--- src/rtl/decodificador_teclado.sv ---
// 4x4 matrix keypad scanner/decoder: row scan, debounce, one-cycle key strobe.
// Optional auto-repeat while a key is held: define TECLADO_AUTO_REPEAT_EN.
module decodificador_teclado #(
  parameter int SCAN_CYCLES     = 1000,
  parameter int DEBOUNCE_CYCLES = 20000,
  parameter int REPEAT_CYCLES   = 500000
) (
  input  logic       clk,
  input  logic       rst,
  input  logic [3:0] col_matriz,
  output logic [3:0] lin_matriz,
  output logic [3:0] tecla_value,
  output logic       tecla_valid
);

  // The synchronizer delays columns by two cycles, so a row must be driven
  // at least that long before its sample reflects it.
  localparam int SETTLE  = (SCAN_CYCLES < 2) ? 2 : SCAN_CYCLES;
  localparam int CNT_MAX = (SETTLE > DEBOUNCE_CYCLES) ? SETTLE : DEBOUNCE_CYCLES;
  localparam int CNT_W   = $clog2(CNT_MAX + 1);

  if (DEBOUNCE_CYCLES < 1) begin : g_bad_debounce
    $error("DEBOUNCE_CYCLES must be at least 1");
  end
  if (REPEAT_CYCLES < 2) begin : g_bad_repeat
    $error("REPEAT_CYCLES must be at least 2");
  end

  typedef enum logic [2:0] {SCAN, DEBOUNCE, EMIT, HOLD, RELEASE} state_t;

  state_t           state_reg, state_next;
  logic [1:0]       row_reg, row_next;
  logic [1:0]       col_reg, col_next;
  logic [CNT_W-1:0] cnt_reg, cnt_next;
  logic [3:0]       value_reg, value_next;
  logic [3:0]       col_meta_reg, col_sync_reg;
  logic             single;
  logic [1:0]       hit_col;
  logic [3:0]       key_pat;

  function automatic logic [3:0] key_code(input logic [1:0] r, input logic [1:0] c);
    logic [3:0] code;
    code = 4'h0;
    case ({r, c})
      4'h0: code = 4'h1;  4'h1: code = 4'h2;  4'h2: code = 4'h3;  4'h3: code = 4'hA;
      4'h4: code = 4'h4;  4'h5: code = 4'h5;  4'h6: code = 4'h6;  4'h7: code = 4'hB;
      4'h8: code = 4'h7;  4'h9: code = 4'h8;  4'hA: code = 4'h9;  4'hB: code = 4'hC;
      4'hC: code = 4'hE;  4'hD: code = 4'h0;  4'hE: code = 4'hF;  4'hF: code = 4'hD;
      default: code = 4'h0;
    endcase
    return code;
  endfunction

  always_ff @(posedge clk or negedge rst) begin
    if (!rst) begin
      col_meta_reg <= 4'hF;
      col_sync_reg <= 4'hF;
    end else begin
      col_meta_reg <= col_matriz;
      col_sync_reg <= col_meta_reg;
    end
  end

  always_comb begin
    single  = 1'b1;
    hit_col = 2'd0;
    case (col_sync_reg)
      4'b1110: hit_col = 2'd0;
      4'b1101: hit_col = 2'd1;
      4'b1011: hit_col = 2'd2;
      4'b0111: hit_col = 2'd3;
      default: single  = 1'b0;
    endcase
  end

  assign key_pat     = ~(4'b0001 << col_reg);
  assign lin_matriz  = ~(4'b0001 << row_reg);
  assign tecla_value = value_reg;
  assign tecla_valid = (state_reg == EMIT);

`ifdef TECLADO_AUTO_REPEAT_EN
  localparam int REP_W = $clog2(REPEAT_CYCLES + 1);
  logic [REP_W-1:0] rep_cnt_reg, rep_next;

  always_ff @(posedge clk or negedge rst) begin
    if (!rst) rep_cnt_reg <= '0;
    else      rep_cnt_reg <= rep_next;
  end
`endif

  always_ff @(posedge clk or negedge rst) begin
    if (!rst) begin
      state_reg <= SCAN;
      row_reg   <= 2'd0;
      col_reg   <= 2'd0;
      cnt_reg   <= '0;
      value_reg <= 4'h0;
    end else begin
      state_reg <= state_next;
      row_reg   <= row_next;
      col_reg   <= col_next;
      cnt_reg   <= cnt_next;
      value_reg <= value_next;
    end
  end

  always_comb begin
    state_next = state_reg;
    row_next   = row_reg;
    col_next   = col_reg;
    cnt_next   = cnt_reg;
    value_next = value_reg;
`ifdef TECLADO_AUTO_REPEAT_EN
    rep_next   = '0;
`endif
    case (state_reg)
      SCAN: begin
        if (cnt_reg == CNT_W'(SETTLE)) begin
          cnt_next = '0;
          if (single) begin
            col_next   = hit_col;
            state_next = DEBOUNCE;
          end else begin
            row_next = row_reg + 2'd1;
          end
        end else begin
          cnt_next = cnt_reg + 1'b1;
        end
      end
      DEBOUNCE: begin
        if (col_sync_reg == key_pat) begin
          if (cnt_reg == CNT_W'(DEBOUNCE_CYCLES - 1)) begin
            cnt_next   = '0;
            value_next = key_code(row_reg, col_reg);
            state_next = EMIT;
          end else begin
            cnt_next = cnt_reg + 1'b1;
          end
        end else begin
          cnt_next   = '0;
          row_next   = row_reg + 2'd1;
          state_next = SCAN;
        end
      end
      EMIT: begin
        cnt_next   = '0;
        state_next = HOLD;
      end
      HOLD: begin
        if (col_sync_reg == 4'hF) begin
          cnt_next   = '0;
          state_next = RELEASE;
        end
`ifdef TECLADO_AUTO_REPEAT_EN
        // Hold timer spans the EMIT cycle too, so strobes are REPEAT_CYCLES apart.
        else if (!col_sync_reg[col_reg]) begin
          if (rep_cnt_reg == REP_W'(REPEAT_CYCLES - 2)) begin
            state_next = EMIT;
          end else begin
            rep_next = rep_cnt_reg + 1'b1;
          end
        end
`endif
      end
      RELEASE: begin
        if (col_sync_reg != 4'hF) begin
          cnt_next   = '0;
          state_next = HOLD;
        end else if (cnt_reg == CNT_W'(DEBOUNCE_CYCLES - 1)) begin
          cnt_next   = '0;
          row_next   = row_reg + 2'd1;
          state_next = SCAN;
        end else begin
          cnt_next = cnt_reg + 1'b1;
        end
      end
      default: begin
        cnt_next   = '0;
        state_next = SCAN;
      end
    endcase
  end

endmodule

--- config.mk ---
export PLATFORM = sky130hd
export DESIGN_NAME = decodificador_teclado
export DESIGN_NICKNAME = d
export VERILOG_FILES = /design/src/rtl/decodificador_teclado.sv
export SDC_FILE = /design/constraint.sdc
export NUM_CORES = 1
export LEC_CHECK = 0
export CORE_MARGIN = 2
export CORE_UTILIZATION = 30
export CTS_CLUSTER_SIZE = 25
export DETAILED_ROUTE_END_ITERATION = 10
export PLACE_DENSITY = 0.55
export SKIP_LAST_GASP = 1
export SLEW_MARGIN = 5
export SYNTH_ARGS = -nofsm -noshare
export SYNTH_HDL_FRONTEND = slang
export SYNTH_SLANG_ARGS = --single-unit
--- constraint.sdc ---
create_clock -name clk -period 5.2 [get_ports clk]
set_input_delay 1.04 -clock clk [delete_from_list [all_inputs] [get_ports clk]]
set_output_delay 1.04 -clock clk [all_outputs]
set_load 0.02 [all_outputs]
==> results of run 1 <==
per-layer routing:
metal / track usage, % / vias to the layer above / routed length [um]
met1: 16.42 / 654 / 1902
met5: 0 / - / 0
li1: - / 730 / -
met2: 16.42 / 25 / 1603
met4: 4.329 / 0 / 61
met3: 3.272 / 6 / 134
cells in the final DEF, fill, tap and decap left out, drive strengths merged, types with 2 or more instances in the layout:
cell / Yosys / routed
nand2: 27 / 27
dfrtp: 26 / 26
o21ai: 20 / 20
clkdlybuf4s50: 0 / 14
inv: 12 / 12
ha: 11 / 11
xor2: 10 / 10
xnor2: 9 / 9
nor2: 8 / 8
dfstp: 8 / 8
mux2: 7 / 7
nand3: 6 / 6
clkbuf: 4 / 6
and3: 5 / 5
a21oi: 5 / 5
nor3: 5 / 5
nand4: 4 / 4
and4: 3 / 3
mux2i: 3 / 3
nand4b: 3 / 3
o31ai: 3 / 3
nor2b: 2 / 2
and2: 2 / 2
nor3b: 2 / 2
power groups by stage:
| stage | registers, mW | logic [mW] | clock network (mW) |
|---|---|---|---|
| detailed placement | 0.280 | 0.0159 | 0 |
| floorplan | 0.275 | 0.00976 | 0 |
| global route | 0.275 | 0.0177 | 0.229 |
| finish | 0.275 | 0.0153 | 0.208 |
| CTS | 0.275 | 0.0160 | 0.216 |
| global placement | 0.279 | 0.0158 | 0 |
worst max-delay path: stages, from the launching register on:
cell	delay [ns]
dfrtp_1	0.46
nor2b_1	0.34
nor2b_1	0.18
clkdlybuf4s50_1	0.62
worst paths after layout:
check	end	slack [ns]	depth (start not counted)
setup / recovery	tecla_valid	2.28	3
hold / removal	col_sync_reg[2]$_DFF_PN1_	0.36	0
setup reg to reg	state_reg[1]$_DFFE_PN0P_	2.99	7
hold reg to reg	col_sync_reg[2]$_DFF_PN1_	0.36	0
max in group asynchronous	col_sync_reg[0]$_DFF_PN1_	3.69	2
min in group asynchronous	cnt_reg[1]$_DFFE_PN0P_	1.16	2
cell type report:
| type | count | area [sq um] |
|---|---|---|
| Timing Repair Buffer | 15 | 147.6 |
| Clock buffer | 6 | 82.58 |
| Clock inverter | 2 | 12.51 |
| Multi-Input combinational cell | 150 | 1055 |
| Tap cell | 77 | 96.34 |
| Fill cell | 635 | 4123 |
| Inverter | 12 | 45.04 |
| Sequential cell | 34 | 860.8 |
stage by stage:
step	worst slack (ns)	total power, mW
final	2.282	0.4980
after CTS	2.255	0.5069
after global routing	2.097	0.5220
after detailed placement	2.592	0.2954
after floorplan	3.034	0.2852
after global placement	2.630	0.2951
cell families (layout without fill, tap and decap cells):
logic type,count (synthesis),after routing,share of synthesized area (%)
DFF,34,34,42.73
buffers and inverters,22,35,4.907
and+or+nand+nor,74,74,21.06
xor gates and xnor gates,19,19,8.261
adders and majority gates,11,11,6.832
muxes,10,10,5.404
AOI/OAI and AO/OA,36,36,10.81
==> summary.md, run 1 <==
| Metric | Value |
|---|---|
| Most frequent cells after synthesis | 27 x nand2_1, 26 x dfrtp_1, 12 x inv_1 |
| Share of cells above drive strength 1 | 13.70% |
| H-Tree Depth | 2 |
| Core Region | 0.006422 sq mm |
| Net total in the final layout | 235 |
| Post-CTS setup buffers | 0 |
| Net Count, Synth | 223 |
| Global-route wire length before repair | 6762 um |
| Hold slack | 0.3565 ns |
| Vias in the first global route | 1390 |
| Largest register FFs | 15 |
| Die span in x | 85.95 um |
| Rows | 29 |
| CTS tree | built |
| Critical Path RT | 4.16 ns |
| Clock tree buffer depth | 2 |
| Gp weighted congestion | 0.7759 |
| Int Power | 383.5 uW |
| Initial core utilization | 31.37% |
| Synth Register Bits | 34 |
| Final hold violations | 0 |
| RSZ-0062 raised after global routing | no |
| Port-buffer cells | 14 |
| Logic pwr share | 3.1% |
| Max rail drop VDD | 0.1196 mV |
| # clock sinks | 34 |
| Status | finished, final reports clean |
| DP HPWL | 2500 um |
| Total gr overflow | 0 |
| Synth Instances | 206 |
| Vias per std cell | 4.780 |
| CP startpoint kind | flop |
| Post-Route WL | 3700 um |
| Final Cell Area | 0.002300 sq mm |
| Mapped cell area | 0.002014 sq mm |
| Synth unique cells | 47 |
| Die height | 85.95 um |
| Max Cap Violations | 0 |
| CP arrival | 1.88 ns |
| Syn-to-layout area delta | 14.16% |
| Gr usage total | 11.51% |
| CTS Hold Bufs | 0 |
| Placed cell count | 288 |
| Syn Area/Cell | 9.779 sq um |
| Power density cells | 216.6 mW/mm^2 |
| Switching pwr | 114.5 uW |
| Initial antenna violation count | 0 |
| DR pass1 iterations | 4 |
| Top_reg_cell synth | dfrtp_1 |
| Seq pwr share | 55.1% |
| Post-CTS sizing | 0 |
| Setup Viol. Count Final | 0 |
| Crit share post-route | 56.12% |
| Sw Share | 22.99% |
| Placed Area | 0.002205 sq mm |
| Final Non-Filler Cells | 296 |
| Largest net degree at the start of global routing | 35 |
| Yosys top cell area share | 32.30% |
| Setup TNS | 0 ns |
| Post-synth EDFFs | 0 |
| Crit. Startpoint | state_reg[1]$_DFFE_PN0P_ |
| Synth area leaders | dfrtp_1 32%, dfstp_2 10%, ha_1 6.8% |
| Clock power share | 41.8% |
| Worst Hold Launch | col_meta_reg[2]$_DFF_PN1_ |
| Cell taking the most area after synthesis | dfrtp_1 |
| ANT nets after route | 0 |
| Clock slew at reported path FFs | 0.07 ns |
| TritonCTS buffer count | 5 |
| Layout Utilization | 35.81% |
| Ys async rst share | 100.0% |
| Lkg Pwr | 0.9616 nW |
| Root Buffer | clkbuf_8 |
| Clk_skew | 0.008414 ns |
| Max Clk Rate | 342.7 MHz |
| Worst Hold Class | flop to flop |
| Die area | 0.007387 sq mm |
| Slew HR | 58.03% |
| WS Path Type | flop to primary output |
| Final min period | 2.918 ns |
| CP Max Fanout | 8 |
| Avg WL per Cell | 12.50 um |
| First DRT Iteration DRCs | 69 |
| Via count | 1415 |
| Max Slew Vio Count | 0 |
| Yosys warnings | 0 |
| Worst-Margin Slew | 0.6296 ns |
| Top-count cell post-synth | nand2_1 |
| # IOs | 15 |
| Crit. End Element | primary output |
| R2r startpoint | col_reg[0]$_DFFE_PN0P_ |
| DRC viols | 0 |
| Worst-Skew Late Latency | 0.29 ns |
| Diodes inserted | 0 |
| Seq/Total Area, Yosys | 42.73% |
Power figures use the tool's default switching activity.
==> run 2: changes to the inputs <==
==> constraint.sdc (replaced) <==
create_clock -name clk -period 3.01 [get_ports clk]
set_input_delay 0.602 -clock clk [delete_from_list [all_inputs] [get_ports clk]]
set_output_delay 0.602 -clock clk [all_outputs]
set_load 0.02 [all_outputs]
==> run 2 against run 1 <==
Effect of this change:
- sequential share of layout area down 0.24 points
- final cell count unchanged
- flip-flop and latch count unchanged
- critical endpoint is now lin_matriz[0]
==> summary.md, run 2 (synthesis gave the netlist of run 1 again) <==
| Metric | Value |
|---|---|
| Worst Hold Class | flop to flop |
| Vias per std cell | 4.909 (+2.7%) |
| Global-route wire length before repair | 6679 um (-1.2%) |
| WS Path Type | flop to primary output |
| Largest net degree at the start of global routing | 35 (unchanged) |
| Rows | 29 (unchanged) |
| DP HPWL | 2612 um (+4.5%) |
| FILL cells | 645 (+1.6%) |
| Dpl ws | 0.8283 ns (-1.764 ns) |
| Max Slew Vio Count | 0 (unchanged) |
| Slew HR | 63.86% (+5.8 points) |
| Avg WL per Cell | 13.02 um (+4.1%) |
| Final worst setup slack | 0.5176 ns (-1.764 ns) |
| CTS tree | built |
| Logic pwr share | 2.9% (-0.2 points) |
| Final Cell Area | 0.002315 sq mm (+0.65%) |
| Clock tree buffer depth | 2 (unchanged) |
| Clock slew at reported path FFs | 0.08 ns (about the same) |
| Hold slack | 0.3558 ns (-0.0006790 ns) |
| CP arrival | 1.89 ns (about the same) |
| Overall power | 898.5 uW (+80%) |
| Critical Path RT | 2.41 ns (-1.75 ns) |
| Post-CTS sizing | 0 (unchanged) |
| # IOs | 15 (unchanged) |
| Initial core utilization | 31.37% (unchanged) |
| Setup Viol. Count Final | 0 (unchanged) |
| Clk_skew | 0.01161 ns (+0.003200 ns) |
| Initial antenna violation count | 0 (unchanged) |
| Crit share post-route | 82.81% |
| Total gr overflow | 0 (unchanged) |
| First DRT Iteration DRCs | 46 (-33%) |
| Die height | 85.95 um (unchanged) |
| Diodes inserted | 0 (unchanged) |
| Lkg Pwr | 0.9720 nW (+1.1%) |
| TritonCTS buffer count | 5 (unchanged) |
| CP startpoint kind | flop |
| Final min period | 2.492 ns |
| Die span in x | 85.95 um (unchanged) |
| # clock sinks | 34 (unchanged) |
| Status | finished, final reports clean |
| Core Region | 0.006422 sq mm (unchanged) |
| Clock power share | 44.3% (+2.5 points) |
| ANT nets after route | 0 (unchanged) |
| Worst-Margin Slew | 0.5421 ns (-0.08751 ns) |
| DRC viols | 0 (unchanged) |
| Vias in the first global route | 1345 (-3.2%) |
| CTS Hold Bufs | 0 (unchanged) |
| Share of cells above drive strength 1 | 13.70% (unchanged) |
| Root Buffer | clkbuf_8 |
| CP Max Fanout | 12 (+4) |
| Max Cap Violations | 0 (unchanged) |
| Net total in the final layout | 235 (unchanged) |
| Largest register FFs | 15 (unchanged) |
| Most frequent cells in the layout | 27 x nand2_1, 26 x dfrtp_1, 14 x clkdlybuf4s50_1 |
| Crit. End Element | primary output |
| Syn-to-layout area delta | 14.91% |
| Worst-Skew Late Latency | 0.29 ns (about the same) |
| Sw Share | 21.00% (-2.0 points) |
| Post-Route WL | 3853 um (+4.1%) |
| Max rail drop VDD | 0.2022 mV (+69%) |
| Switching pwr | 188.7 uW (+65%) |
| Gr usage total | 11.46% (-0.047 points) |
| Die area | 0.007387 sq mm (unchanged) |
| Post-CTS setup buffers | 0 (unchanged) |
| Commonest non-fill, non-tap cell in the layout | nand2_1 |
| Max Clk Rate | 401.2 MHz |
| Int Power | 709.9 uW (+85%) |
| Via count | 1453 (+2.7%) |
| Final hold violations | 0 (unchanged) |
| H-Tree Depth | 2 (unchanged) |
| DR pass1 iterations | 4 (unchanged) |
| Placed Area | 0.002205 sq mm (unchanged) |
| RSZ-0062 raised after global routing | no |
| Port-buffer cells | 14 (unchanged) |
| Gp weighted congestion | 0.7790 (+0.40%) |
| Setup TNS | 0 ns (unchanged) |
| Power density cells | 388.2 mW/mm^2 (+79%) |
| Seq pwr share | 52.9% (-2.2 points) |
==> run 2: changes by cell type in the layout (fill, tap and decap cells not counted) <==
| cell | before | now |
|---|---|---|
| clkbuf_8 | 6 | 8 |
| clkinv_2 | 1 | 0 |
| clkinvlp_4 | 1 | 0 |
==> run 2: final cells by class <==
cell class | count | area [sq um] | share of cell area (%)
clock buffer | 8 | 110.1 | 4.757
timing repair buffer | 15 | 147.6 | 6.378
sequential | 34 | 860.8 | 37.19
inverter | 12 | 45.04 | 1.946
tap | 77 | 96.34 | 4.162
multi-input combinational | 150 | 1055 | 45.57
==> run 2: path summary, 6_finish.rpt <==
path,cells past startpoint,slack (ns),startpoint,endpoint
max,4,0.52,row_reg[0]$_DFFE_PN0P_,lin_matriz[0]
min,0,0.36,col_meta_reg[2]$_DFF_PN1_,col_sync_reg[2]$_DFF_PN1_
max in group asynchronous,2,1.94,rst,col_sync_reg[0]$_DFF_PN1_
max reg2reg,7,0.87,col_reg[0]$_DFFE_PN0P_,state_reg[1]$_DFFE_PN0P_
min reg2reg,0,0.36,col_meta_reg[2]$_DFF_PN1_,col_sync_reg[2]$_DFF_PN1_
min in group asynchronous,2,0.72,rst,state_reg[0]$_DFFE_PN0P_
==> run 2: per-stage QoR <==
step	util [%]	std cells
floorplan	-	206
global placement	34.33	288
detailed placement	34.33	288
CTS	36.04	296
global route	36.04	296
finish	36.04	296
==> run 2: critical path, cell delays in order (launching register included) <==
cell,delay (ns)
dfrtp_1,0.60
inv_1,0.15
ha_1,0.22
inv_1,0.05
clkdlybuf4s50_1,0.59
==> run 2: routing by layer <==
layer  vias up  GRT usage, %  routed length (um)
li1        731             -                   -
met1       696         15.85                1957
met2        21         16.91                1700
met3         5         3.272                 127
met4         0         4.329                  67
met5         -             0                   0
==> run 2: power groups by stage <==
stage	registers [mW]	logic (mW)	clock network (mW)
final	0.475	0.0260	0.398
after global routing	0.476	0.0305	0.436
after CTS	0.475	0.0273	0.413
after detailed placement	0.483	0.0274	0
after global placement	0.483	0.0270	0
after floorplan	0.476	0.0169	0
==> run 3: changes to the inputs <==
--- a/config.mk
+++ b/config.mk
@@ -9,7 +9,7 @@
 export CORE_UTILIZATION = 30
 export CTS_CLUSTER_SIZE = 25
 export DETAILED_ROUTE_END_ITERATION = 10
-export PLACE_DENSITY = 0.55
+export PLACE_DENSITY = 0.57
 export SKIP_LAST_GASP = 1
 export SLEW_MARGIN = 5
 export SYNTH_ARGS = -nofsm -noshare
==> constraint.sdc (replaced) <==
create_clock -name clk -period 2.1 [get_ports clk]
set_input_delay 0.42 -clock clk [delete_from_list [all_inputs] [get_ports clk]]
set_output_delay 0.42 -clock clk [all_outputs]
set_load 0.02 [all_outputs]
==> run 3 against run 2 <==
Effect of this change:
- power up 37%
- critical endpoint is now lin_matriz[3]
- clock power up 29%
- register-to-register slack worse by 0.76 ns
- design area up 6.5%
- highest routed layer unchanged
- setup slack worse by 0.42 ns
- combinational power up 44%
==> summary.md, run 3 (synthesis gave the netlist of run 1 again) <==
| Metric | Value |
|---|---|
| Port-buffer cells | 14 (unchanged) |
| Setup TNS | 0 ns (unchanged) |
| Critical Path RT | 1.68 ns (-0.73 ns) |
| WS Path Type | flop to primary output |
| DP HPWL | 2687 um (+2.9%) |
| Final min period | 2.002 ns |
| Max rail drop VDD | 0.3062 mV (+51%) |
| Gr usage total | 11.45% (about the same) |
| Largest register FFs | 15 (unchanged) |
| Max Cap Violations | 0 (unchanged) |
| Net total in the final layout | 252 (+7.2%) |
| Max Clk Rate | 499.4 MHz |
| Die span in x | 85.95 um (unchanged) |
| Rows | 29 (unchanged) |
| Global-route wire length before repair | 6727 um (+0.72%) |
| Vias per std cell | 4.799 (-2.2%) |
| Clock tree buffer depth | 2 (unchanged) |
| ANT nets after route | 0 (unchanged) |
| CP startpoint kind | flop |
| Met1 Usage GRT | 16.20% (+0.35 points) |
| Status | finished, final reports clean |
| Most frequent cells in the layout | 27 x nand2_1, 24 x dfrtp_1, 18 x buf_4 |
| Critical path, cell by cell | ha_1, inv_1, clkdlybuf4s50_1 |
| Overall power | 1.232 mW (+37%) |
| Via count | 1502 (+3.4%) |
| Clock slew at reported path FFs | 0.08 ns (about the same) |
| Grt met2 use | 16.77% (-0.14 points) |
| Post-Route WL | 3879 um (+0.67%) |
| Crit path buffers/inverters | 2 (-1) |
| TritonCTS buffer count | 5 (unchanged) |
| Gp weighted congestion | 0.7882 (+1.2%) |
| Die height | 85.95 um (unchanged) |
| Lkg Pwr | 1.094 nW (+13%) |
| CTS tree | built |
| Most Crowded Layer GR | met2 |
| Worst-Skew Late Latency | 0.29 ns (about the same) |
| Initial core utilization | 31.37% (unchanged) |
| Die area | 0.007387 sq mm (unchanged) |
| Final Non-Filler Cells | 313 (+5.7%) |
| Share of cells above drive strength 1 | 21.19% (+7.5 points) |
| Hold slack | 0.3486 ns (-0.007228 ns) |
| Slew HR | 71.77% (+7.9 points) |
| Power density cells | 499.9 mW/mm^2 (+29%) |
| Diodes inserted | 0 (unchanged) |
| Slowest cell delay on critical path | 0.59 ns (about the same) |
| Worst Hold Class | flop to flop |
| FF-to-FF path depth | 6 (-1) |
| Max Slew Vio Count | 0 (unchanged) |
| Met3 usage | 2.599% (-0.67 points) |
| Delay-heaviest family, CP | buffers and inverters |
| Avg WL per Cell | 12.39 um (-4.8%) |
| H-Tree Depth | 2 (unchanged) |
| DR pass1 iterations | 4 (unchanged) |
| Worst R2R Setup Slack | 0.11 ns (-0.76 ns) |
| DRC viols | 0 (unchanged) |
| Vias in the first global route | 1396 (+3.8%) |
| Root Buffer | clkbuf_8 |
| Crit. End Element | primary output |
| Commonest non-fill, non-tap cell in the layout | nand2_1 |
| Worst-Margin Slew | 0.4235 ns (-0.1185 ns) |
| Initial antenna violation count | 0 (unchanged) |
| # clock sinks | 34 (unchanged) |
| Placed cell count | 302 (+4.9%) |
| Final hold violations | 0 (unchanged) |
| WHS Path Cells | 0 (unchanged) |
| Crit share post-route | 95.35% |
| CP Max Fanout | 9 (-3) |
| Total gr overflow | 0 (unchanged) |
| Critical path depth | 3 (-1) |
| Highest-delay cell along the critical path | clkdlybuf4s50_1 |
| Syn-to-layout area delta | 22.36% |
| First DRT Iteration DRCs | 28 (-39%) |
| Clk_skew | 0.007798 ns (-0.003816 ns) |
| Core Region | 0.006422 sq mm (unchanged) |
| Largest net degree at the start of global routing | 35 (unchanged) |
| # IOs | 15 (unchanged) |
| CP arrival | 1.58 ns (-0.31 ns) |
| Setup Viol. Count Final | 0 (unchanged) |
-- run 3: changes by cell type in the layout (fill, tap and decap cells not counted), moves of 2 or more --
cell             change
buf_4               +17
clkdlybuf4s50_1      -4
o21ai_0              -4
o21ai_1              +4
dlymetal6s2s_1       +3
clkbuf_8             -2
dfrtp_1              -2
dfrtp_2              +2
-- run 3: metrics by stage --
| step | area, sq um | utilization (%) | setup slack (ns) |
|---|---|---|---|
| floorplan | 2014 | - | 0.2194 |
| global placement | 2310 | 35.96 | 0.002877 |
| detailed placement | 2310 | 35.96 | -0.03160 |
| CTS | 2407 | 37.48 | 0.002275 |
| global route | 2465 | 38.38 | -0.01805 |
| finish | 2465 | 38.38 | 0.09763 |
-- run 3: area by class of cell --
class	count	area, sq um
timing repair buffer	32	281.5
multi-input combinational	150	1087
clock buffer	7	86.33
fill	614	3958
sequential	34	863.3
clock inverter	1	5.005
tap	77	96.34
inverter	12	45.04
-- run 3: power breakdown --
group | total, mW | internal [mW] | switching [mW]
combinational | 0.0375 | 0.0171 | 0.0204
sequential | 0.681 | 0.669 | 0.0116
clock | 0.514 | 0.265 | 0.249
-- run 3: worst paths after layout --
kind                                                    to                      start
worst max-delay path                         lin_matriz[3]     row_reg[1]$_DFFE_PN0P_
worst min-delay path             col_sync_reg[1]$_DFF_PN1_  col_meta_reg[1]$_DFF_PN1_
worst max register to register  tecla_value[2]$_DFFE_PN0P_     col_reg[1]$_DFFE_PN0P_
worst min register to register   col_sync_reg[1]$_DFF_PN1_  col_meta_reg[1]$_DFF_PN1_
max in group asynchronous        col_meta_reg[1]$_DFF_PN1_                        rst
min in group asynchronous          cnt_reg[10]$_DFFE_PN0P_                        rst
-- run 3: repair_timing --
action / CTS / global route
hold buffers: 0 / 0
resized for setup: 3 / 13
setup buffers: 0 / 3
pin swaps: 0 / 2
endpoints found under the setup margin: 7 / 24
cloned: 0 / 0
-- run 3: metal layers --
metal  share of wire [%]  up-vias  wire length, um
met5                   0        -                0
met4                 1.6        0               64
met3                 3.4        6              131
met2                  44       28             1702
met1                  51      700             1981
li1                    -      768                -
==> RTL edit (settings of run 1) <==
Build with the macro `TECLADO_AUTO_REPEAT_EN` defined.
--- a/src/rtl/decodificador_teclado.sv
+++ b/src/rtl/decodificador_teclado.sv
@@ -1,4 +1,6 @@
 // 4x4 matrix keypad scanner/decoder: row scan, debounce, one-cycle key strobe.
 // Optional auto-repeat while a key is held: define TECLADO_AUTO_REPEAT_EN.
+`define TECLADO_AUTO_REPEAT_EN
+
 module decodificador_teclado #(
   parameter int SCAN_CYCLES     = 1000,
Check against the original RTL: same outputs for any inputs over 10 cycles, from zero or initial values and one cycle with rst low; that may be too few to reach the edited logic, so the function may still have changed.
==> RTL edit against run 1 <==
- count of clock-buffer cells in the layout increased by 1
- sequential cell count is 19 higher
- via count is 54% higher
- routed wire length is 53% higher
- largest power group unchanged
- design area rose by 46%
- area after synthesis up 52%
- global-route usage decreased by 0.80 points
- fmax is 0.84% higher
- critical path depth grew 1
- total power rose by 39%
- setup slack better by 0.024 ns
==> RTL edit: results <==
{
  "drive_above_1_share": 0.127,
  "yosys-top-cells-count": "dfrtp_1, nand2_1, nor2_1",
  "nFlopsAndLatches": 53,
  "grt_usage": 0.107,
  "grt_max_degree": 54,
  "nonClkBufAreaFrac": 0.0425,
  "num-nonclk-inverters": 16,
  "grt_pass1_wl_mm": 9.82,
  "clkTransAtPathRegs_ns": 0.10,
  "drtIter0Drc": 80,
  "grt_pass1_vias": 2116,
  "fin_skew_ns": 0.0156,
  "multi_input_area_share": 0.461,
  "ys_top_cells_by_area": "dfrtp_1, dfstp_2, ha_1, xor2_1, xnor2_1",
  "crit_arrival_ns": 1.85,
  "largest_reg_flops": 19,
  "dp_slack_ns": 2.62,
  "dp.cells": 441,
  "whs_ns": 0.345,
  "nFillCells": 1020,
  "hpwl_mm": 3.96,
  "ys_types": 55,
  "status": "finished clean",
  "layout.nets": 334,
  "multi_input_cells": 224
}
-- RTL edit: cell types whose count changed after synthesis, moves of 4 or more --
cell / change
o21ai_1: -9
mux2_2: -5
buf_6: +4
a21oi_1: +13
inv_1: +4
xor2_1: +6
nand4_1: +5
nor2_4: +8
nand3_1: +12
nor2_1: +15
o21ai_0: +4
dfrtp_1: +19
or3_1: +6
a31oi_1: +4
-- RTL edit: cells by family after synthesis --
| kind of cell | share of synthesized area |
|---|---|
| AND/OR/NAND/NOR | 0.238 |
| AO/OA/AOI/OAI | 0.112 |
| flip-flops | 0.435 |
| buffers and inverters | 0.0607 |
| XOR/XNOR | 0.0799 |
| adder cells (fa/ha/maj) | 0.0530 |
| multiplexers | 0.0212 |
-- RTL edit: worst paths after layout --
| path | start | end | cells past startpoint |
|---|---|---|---|
| max in group asynchronous | rst | state_reg[0] | 2 |
| worst min-delay path | col_meta_reg[3] | col_sync_reg[3] | 0 |
| worst min register to register | col_meta_reg[3] | col_sync_reg[3] | 0 |
| worst max-delay path | row_reg[1] | lin_matriz[0] | 4 |
| worst max register to register | rep_cnt_reg[11] | rep_cnt_reg[5] | 4 |
| min in group asynchronous | rst | cnt_reg[2] | 2 |
-- RTL edit: where the power goes --
group	switching (mW)	internal [mW]
registers	0.00410	0.418
logic	0.0122	0.00740
clock network	0.132	0.121
-- RTL edit: critical path, delay by kind of cell (launching register included) --
| kind | cells | cell delay [ns] |
|---|---|---|
| fa+ha+maj | 1 | 0.21 |
| flops | 1 | 0.56 |
| buf+inv | 3 | 0.79 |
-- RTL edit: routing by layer --
metal / GRT usage / up-vias / share of wire
li1: - / 1098 / -
met1: 0.139 / 1052 / 0.50
met2: 0.182 / 19 / 0.47
met3: 0.0206 / 4 / 0.017
met4: 0.0286 / 0 / 0.0092
met5: 0 / - / 0
